==> src/rtl/uart_tx_if.sv <==
// uart_tx_if: host-side handshake bundle for the UART transmitter.
//   tx_start_i      host -> tx   request to send din_i (honoured only while idle)
//   din_i[7:0]      host -> tx   word to send, LSB first
//   tx_busy_o       tx -> host   frame in progress
//   tx_done_tick_o  tx -> host   one-cycle pulse on the last tick of the stop bit
interface uart_tx_if;
    logic       tx_start_i;
    logic [7:0] din_i;
    logic       tx_busy_o;
    logic       tx_done_tick_o;

    modport master (
        output tx_start_i,
        output din_i,
        input  tx_busy_o,
        input  tx_done_tick_o
    );

    modport slave (
        input  tx_start_i,
        input  din_i,
        output tx_busy_o,
        output tx_done_tick_o
    );
endinterface

==> src/rtl/uart_tx.sv <==
// uart_tx: serializes a word into start, data (LSB first), optional parity and
// stop bits. Bit timing is counted in 16x oversampling ticks.
// Ports:
//   clk_i          system clock, rising edge
//   rst_i          synchronous active-high reset
//   sample_tick_i  16x oversampling strobe, one clk_i cycle wide
//   host           uart_tx_if.slave: tx_start_i, din_i, tx_busy_o, tx_done_tick_o
//   tx_o           registered serial line, idles high
module uart_tx #(
    parameter int WordLength   = 8,
    parameter int StopBitTicks = 16,
    parameter bit ParityEn     = 1'b0,
    parameter bit ParityOdd    = 1'b0
) (
    input  logic     clk_i,
    input  logic     rst_i,
    input  logic     sample_tick_i,
    uart_tx_if.slave host,
    output logic     tx_o
);

    typedef enum logic [2:0] {
        IDLE,
        START,
        DATA,
        PARITY,
        STOP
    } state_e;

    localparam logic [4:0] BitLast  = 5'd15;
    localparam logic [4:0] StopLast = 5'(StopBitTicks - 1);
    localparam logic [2:0] WordLast = 3'(WordLength - 1);
    // Bits of din_i that belong to the frame; the rest never reach data or parity.
    localparam logic [7:0] WordMask = 8'((1 << WordLength) - 1);

    state_e     state_q, state_d;
    logic [4:0] tick_q, tick_d;
    logic [2:0] bit_q, bit_d;
    logic [7:0] shift_q, shift_d;
    logic       parity_q, parity_d;
    logic       tx_q, tx_d;
    logic       tx_done_tick;

    always_comb begin
        state_d      = state_q;
        tick_d       = tick_q;
        bit_d        = bit_q;
        shift_d      = shift_q;
        parity_d     = parity_q;
        tx_d         = tx_q;
        tx_done_tick = 1'b0;

        case (state_q)
            IDLE: begin
                tx_d = 1'b1;
                if (host.tx_start_i) begin
                    shift_d  = host.din_i;
                    parity_d = (^(host.din_i & WordMask)) ^ ParityOdd;
                    tick_d   = 5'd0;
                    tx_d     = 1'b0;
                    state_d  = START;
                end
            end

            START: begin
                if (sample_tick_i) begin
                    if (tick_q == BitLast) begin
                        tick_d  = 5'd0;
                        bit_d   = 3'd0;
                        tx_d    = shift_q[0];
                        state_d = DATA;
                    end else begin
                        tick_d = tick_q + 5'd1;
                    end
                end
            end

            DATA: begin
                if (sample_tick_i) begin
                    if (tick_q == BitLast) begin
                        tick_d  = 5'd0;
                        shift_d = shift_q >> 1;
                        if (bit_q == WordLast) begin
                            if (ParityEn) begin
                                tx_d    = parity_q;
                                state_d = PARITY;
                            end else begin
                                tx_d    = 1'b1;
                                state_d = STOP;
                            end
                        end else begin
                            bit_d = bit_q + 3'd1;
                            // Next bit is the one about to move into position 0.
                            tx_d  = shift_q[1];
                        end
                    end else begin
                        tick_d = tick_q + 5'd1;
                    end
                end
            end

            PARITY: begin
                if (sample_tick_i) begin
                    if (tick_q == BitLast) begin
                        tick_d  = 5'd0;
                        tx_d    = 1'b1;
                        state_d = STOP;
                    end else begin
                        tick_d = tick_q + 5'd1;
                    end
                end
            end

            STOP: begin
                if (sample_tick_i) begin
                    if (tick_q == StopLast) begin
                        // Done is combinational so it lines up with the final stop tick.
                        tx_done_tick = 1'b1;
                        tick_d       = 5'd0;
                        state_d      = IDLE;
                    end else begin
                        tick_d = tick_q + 5'd1;
                    end
                end
            end

            default: begin
                tx_d    = 1'b1;
                state_d = IDLE;
            end
        endcase
    end

    always_ff @(posedge clk_i) begin
        if (rst_i) begin
            state_q  <= IDLE;
            tick_q   <= 5'd0;
            bit_q    <= 3'd0;
            shift_q  <= 8'd0;
            parity_q <= 1'b0;
            tx_q     <= 1'b1;
        end else begin
            state_q  <= state_d;
            tick_q   <= tick_d;
            bit_q    <= bit_d;
            shift_q  <= shift_d;
            parity_q <= parity_d;
            tx_q     <= tx_d;
        end
    end

    assign tx_o                = tx_q;
    assign host.tx_busy_o      = (state_q != IDLE);
    assign host.tx_done_tick_o = tx_done_tick;

endmodule

==> src/flat_wrapper.sv <==
// flat-port wrapper written by rule: the top's interface ports become plain ports
module uart_tx_flat 
#(
    parameter int WordLength   = 8,
    parameter int StopBitTicks = 16,
    parameter bit ParityEn     = 1'b0,
    parameter bit ParityOdd    = 1'b0
)
  (clk_i, rst_i, sample_tick_i, tx_o, host_tx_start_i, host_din_i, host_tx_busy_o, host_tx_done_tick_o);
  uart_tx_if host_i ();
  input  logic clk_i;
  input  logic rst_i;
  input  logic sample_tick_i;
  output logic tx_o;
  input wire logic [$bits(host_i.tx_start_i)-1:0] host_tx_start_i;
  input wire logic [$bits(host_i.din_i)-1:0] host_din_i;
  output wire logic [$bits(host_i.tx_busy_o)-1:0] host_tx_busy_o;
  output wire logic [$bits(host_i.tx_done_tick_o)-1:0] host_tx_done_tick_o;
  assign host_i.tx_start_i = host_tx_start_i;
  assign host_i.din_i = host_din_i;
  assign host_tx_busy_o = host_i.tx_busy_o;
  assign host_tx_done_tick_o = host_i.tx_done_tick_o;
  uart_tx #(.WordLength(WordLength), .StopBitTicks(StopBitTicks), .ParityEn(ParityEn), .ParityOdd(ParityOdd)) u_core (.clk_i(clk_i), .rst_i(rst_i), .sample_tick_i(sample_tick_i), .host(host_i), .tx_o(tx_o));
endmodule
==> config.mk <==
export PLATFORM = sky130hd
export DESIGN_NAME = uart_tx_flat
export DESIGN_NICKNAME = d
export VERILOG_FILES = /design/src/rtl/uart_tx_if.sv /design/src/rtl/uart_tx.sv /design/src/flat_wrapper.sv
export SDC_FILE = /design/constraint.sdc
export NUM_CORES = 1
export LEC_CHECK = 0
export CAP_MARGIN = 20
export CORE_MARGIN = 2
export CORE_UTILIZATION = 35
export DETAILED_ROUTE_END_ITERATION = 8
export SLEW_MARGIN = 25
export SYNTH_ARGS = -nofsm -noshare
export SYNTH_HDL_FRONTEND = slang
export SYNTH_SLANG_ARGS = --single-unit
export TNS_END_PERCENT = 50
==> constraint.sdc <==
create_clock -name clk_i -period 1.4 [get_ports clk_i]
set_input_delay 0.35 -clock clk_i [delete_from_list [all_inputs] [get_ports clk_i]]
set_output_delay 0.35 -clock clk_i [all_outputs]
set_load 0.01 [all_outputs]
==> metrics.md <==
| Metric | Value |
|---|---|
| Status | finished, violations left |
| Failing checks | negative setup slack |
| 1st-iter DRT viols | 51 |
| Critical path startpoint | u_core.tick_q[0]$_SDFFE_PP0P_ |
| Number of fillers in the final layout | 242 |
| # DRC | 0 |
| Worst setup path endpoint | u_core.bit_q[0]$_SDFFE_PP0P_ |
| CTS tree | built |
| Layout Skew | between 0.01 and 0.015 ns |
| Leading area contributor after synthesis | dfxtp_1 |
| Clock Power Share | about a third |
| Synth cell count leaders | nand2_1, dfxtp_1, nor2_1 |
| Die Height | about 61 um |
| Busiest grt layer | met2 |
| Core box area | between 0.003 and 0.004 mm2 |
| Hpwl dp | about 2000 um |
| Final WL | approximately 3200 um |
| Layout cells sized above 1 | about 47% |
| Largest net degree at the start of global routing | 14 |
| Max cap viols | 0 |
| Final Wtd Congestion | approximately 0.84 |
| Nets@finish | 193 |
| Max Freq | between 500 and 600 MHz |
| CTS root buf | clkbuf_4 |
| WP buf/inv | 2 |
| FF-to-FF End | u_core.bit_q[0]$_SDFFE_PP0P_ |
| Top FF cell, synth | dfxtp_1 |
| H-tree Lvls | 1 |
| Register area share after synthesis | a little over a third |
| Sw frac | about a quarter |
| # placed instances | 208 |
| DR vias/cell | approximately 5.3 |
| Worst setup path category | register to register |
| Syn_area_per_cell | slightly below 9 um2 |
| CP Depth | 7 |
| Post-synth top area share | approximately a third |
| Final WS setup | -0.317 ns |
| Period utilization | 123% |
| Hold Slack | a little under 0.5 ns |
| Critical-path cell list | ha_4 -> and4b_2 -> buf_4 -> buf_6 -> o2111ai_4 -> or3_1 -> a21oi_1 |
| GR Util met3 | just under 5% |
| Pwr dens | approximately 740 mW/mm2 |
| Syn Inst Count | ~130 |
| Setup repair after global routing missed its margin | yes |
| Synth async-reset ratio | 0% |
| Vias post-DR | between 1000 and 1500 |
| CP top delay family | simple AND/OR/NAND/NOR gates |
| Routing usage on met2 | around a third |
| Most common cell in the netlist | nand2_1 |
| Remaining global-route overflow | 0 |
| Arr. time, crit path | 1.98 ns |
| Cell area after synthesis | between 0.001 and 0.0015 mm2 |
| CP peak stage delay | around 0.38 ns |
| Worst-Margin Slew | 0.315 ns |
| Worst skew pair latency | 0.32 ns |
| Post-layout utilization of the core | between 60% and 70% |
| Leakage Power | between 0.7 and 0.8 nW |
| Switch Pwr | 348 uW |
| Hold-fix buffers at CTS | 0 |
| IO buf count | 14 |
| Reg clk slew, reported paths | between 0.1 and 0.15 ns |
| Area of the multi-input gates | approximately 870 um2 |
| Final Hold Vio Count | 0 |
| EDFF count, synth | 0 |
| Initial Utilization | a little under two fifths |
| Final Non-Filler Cells | ~220 |
| Ports | 15 |
| Synth Warn # | 0 |
| DIE AREA | between 0.003 and 0.004 mm2 |
| Final Critical Period | about 1.7 ns |
| Worst vdd ir | ~530 uV |
| Tot Pwr | 1.38 mW |
| Setup violators final | 19 |
| Vias in the first global route | between 1000 and 1500 |
| Slew HR | 79.0% |
| Final Max Slew Viols | 0 |
| Internal power | 1.03 mW |
| Synth cell types | 46 |
| Num rows | 20 |
| Worst-path fanout max | 6 |
| Combinational Power Share | roughly a fifth |
| # diodes | 0 |
| Sequential cell area | approximately 420 um2 |
| Area delta synth->final | 63.7% |
| Detailed Routing Iterations Pass 1 | 4 |
| Ranking of synthesized cells by area | dfxtp_1, nand2_1, a311oi_2 |
| Worst r2r src | u_core.tick_q[0]$_SDFFE_PP0P_ |
| Critical path required time | between 1.5 and 2 ns |
| Met1 GRT Util | between 20 and 25% |
| Sink Count | 20 |
| Reg2reg setup slack | -0.32 ns |
| Setup TNS | -3.18 ns |
| Cells on worst reg2reg path | 7 |
| Clock Tree Buf Depth | 2 |
| Worst hold path type | register to register |
| Sequential power share | about 44% |
| Antenna viol nets, final | 0 |
| Initial antenna violation count | 0 |
| Wire length per cell | 14.7 um |
| Critical path launch point type | register |
| Crit. End Element | register |
| First-pass GRT wire length | ~5200 um |
| Slowest CP cell | or3_1 |
| Overall global routing resource usage | between 10% and 20% |
| Yosys reg bits | 20 |
| Synthesized Nets | 143 |
| Die W | ~61 um |
| Cts bufs inserted | 3 |
stage by stage:
| step | setup slack [ns] | area, um2 |
|---|---|---|
| detailed placement | -0.505 | 1570 |
| CTS | -0.298 | 1800 |
| global route | -0.407 | 1870 |
| global placement | -0.502 | 1570 |
| finish | -0.317 | 1870 |
| floorplan | -0.145 | 1200 |
layer usage:
| layer | up-vias | wire length [um] |
|---|---|---|
| met5 | - | 0 |
| met2 | 18 | 1670 |
| met3 | 11 | 132 |
| met1 | 563 | 1350 |
| li1 | 574 | - |
| met4 | 0 | 95 |
cells by family (layout without fill, tap and decap cells):
group	after synthesis	after routing	share of synthesized area, %
AOI/OAI and AO/OA	31	32	23.1
adders and majority gates	3	3	3.28
and+or+nand+nor	60	60	29.9
buffers and inverters	12	60	5.90
DFF	20	20	35.0
muxes	2	2	2.84
registers in the layout (all words and copies together), names as in the netlist:
register	cells
u_core.shift_q	8
u_core.bit_q	3
u_core.tick_q	5
u_core.tx_o	1
u_core.state_q	3
placed cells by master, fill, tap and decap left out, types with 4 or more instances in the layout:
cell type / synthesis / final
inv_1: 4 / 4
dfxtp_1: 20 / 13
clkdlybuf4s50_1: 0 / 10
nor2_1: 7 / 6
nand2_1: 21 / 20
nor2_2: 3 / 4
buf_6: 2 / 10
a21oi_1: 5 / 5
dfxtp_2: 0 / 4
nand3_1: 4 / 4
buf_4: 1 / 28
a311oi_2: 3 / 5
a31o_4: 1 / 4
worst reg2reg max path, stage by stage (launching register included):
cell and delay (ns):
dfxtp_2 0.37, ha_4 0.14, and4b_2 0.24, buf_4 0.11, buf_6 0.12, o2111ai_4 0.17
or3_1 0.38, a21oi_1 0.14
power groups by stage:
stage | Clock (mW) | Combinational, mW | Sequential [mW]
2_1_floorplan | 0 | 0.123 | 0.625
5_1_grt | 0.526 | 0.299 | 0.616
3_3_place_gp | 0 | 0.220 | 0.627
3_5_place_dp | 0 | 0.224 | 0.629
4_1_cts | 0.497 | 0.263 | 0.614
6_report | 0.487 | 0.280 | 0.613
worst min path at each step:
stage,from,to,slack (ns),depth (start not counted)
finish,u_core.shift_q[7]$_SDFFE_PP0P_,u_core.shift_q[6]$_SDFFE_PP0P_,0.50,2
global placement,u_core.shift_q[2]$_SDFFE_PP0P_,u_core.shift_q[1]$_SDFFE_PP0P_,0.47,2
global route,u_core.shift_q[5]$_SDFFE_PP0P_,u_core.shift_q[4]$_SDFFE_PP0P_,0.51,2
floorplan,u_core.tick_q[4]$_SDFFE_PP0P_,u_core.tick_q[4]$_SDFFE_PP0P_,0.45,1
CTS,u_core.tick_q[4]$_SDFFE_PP0P_,u_core.tick_q[4]$_SDFFE_PP0P_,0.49,1
detailed placement,u_core.tick_q[4]$_SDFFE_PP0P_,u_core.tick_q[4]$_SDFFE_PP0P_,0.47,1
area by class of cell:
type | count | area share [%]
multi-input combinational | 97 | 46.4
timing repair buffer | 52 | 24.8
sequential | 20 | 22.2
tap | 44 | 2.94
clock inverter | 1 | 1.60
clock buffer | 3 | 1.20
inverter | 4 | 0.801
timing repair:
item                                   CTS  global route
buffers inserted                         6             4
pin swaps                               17            14
setup endpoints to repair               18            21
gates resized for setup                 42            11
gates cloned                             1             0
endpoints found under the hold margin    0             0
(Power assumes the default switching activity.)
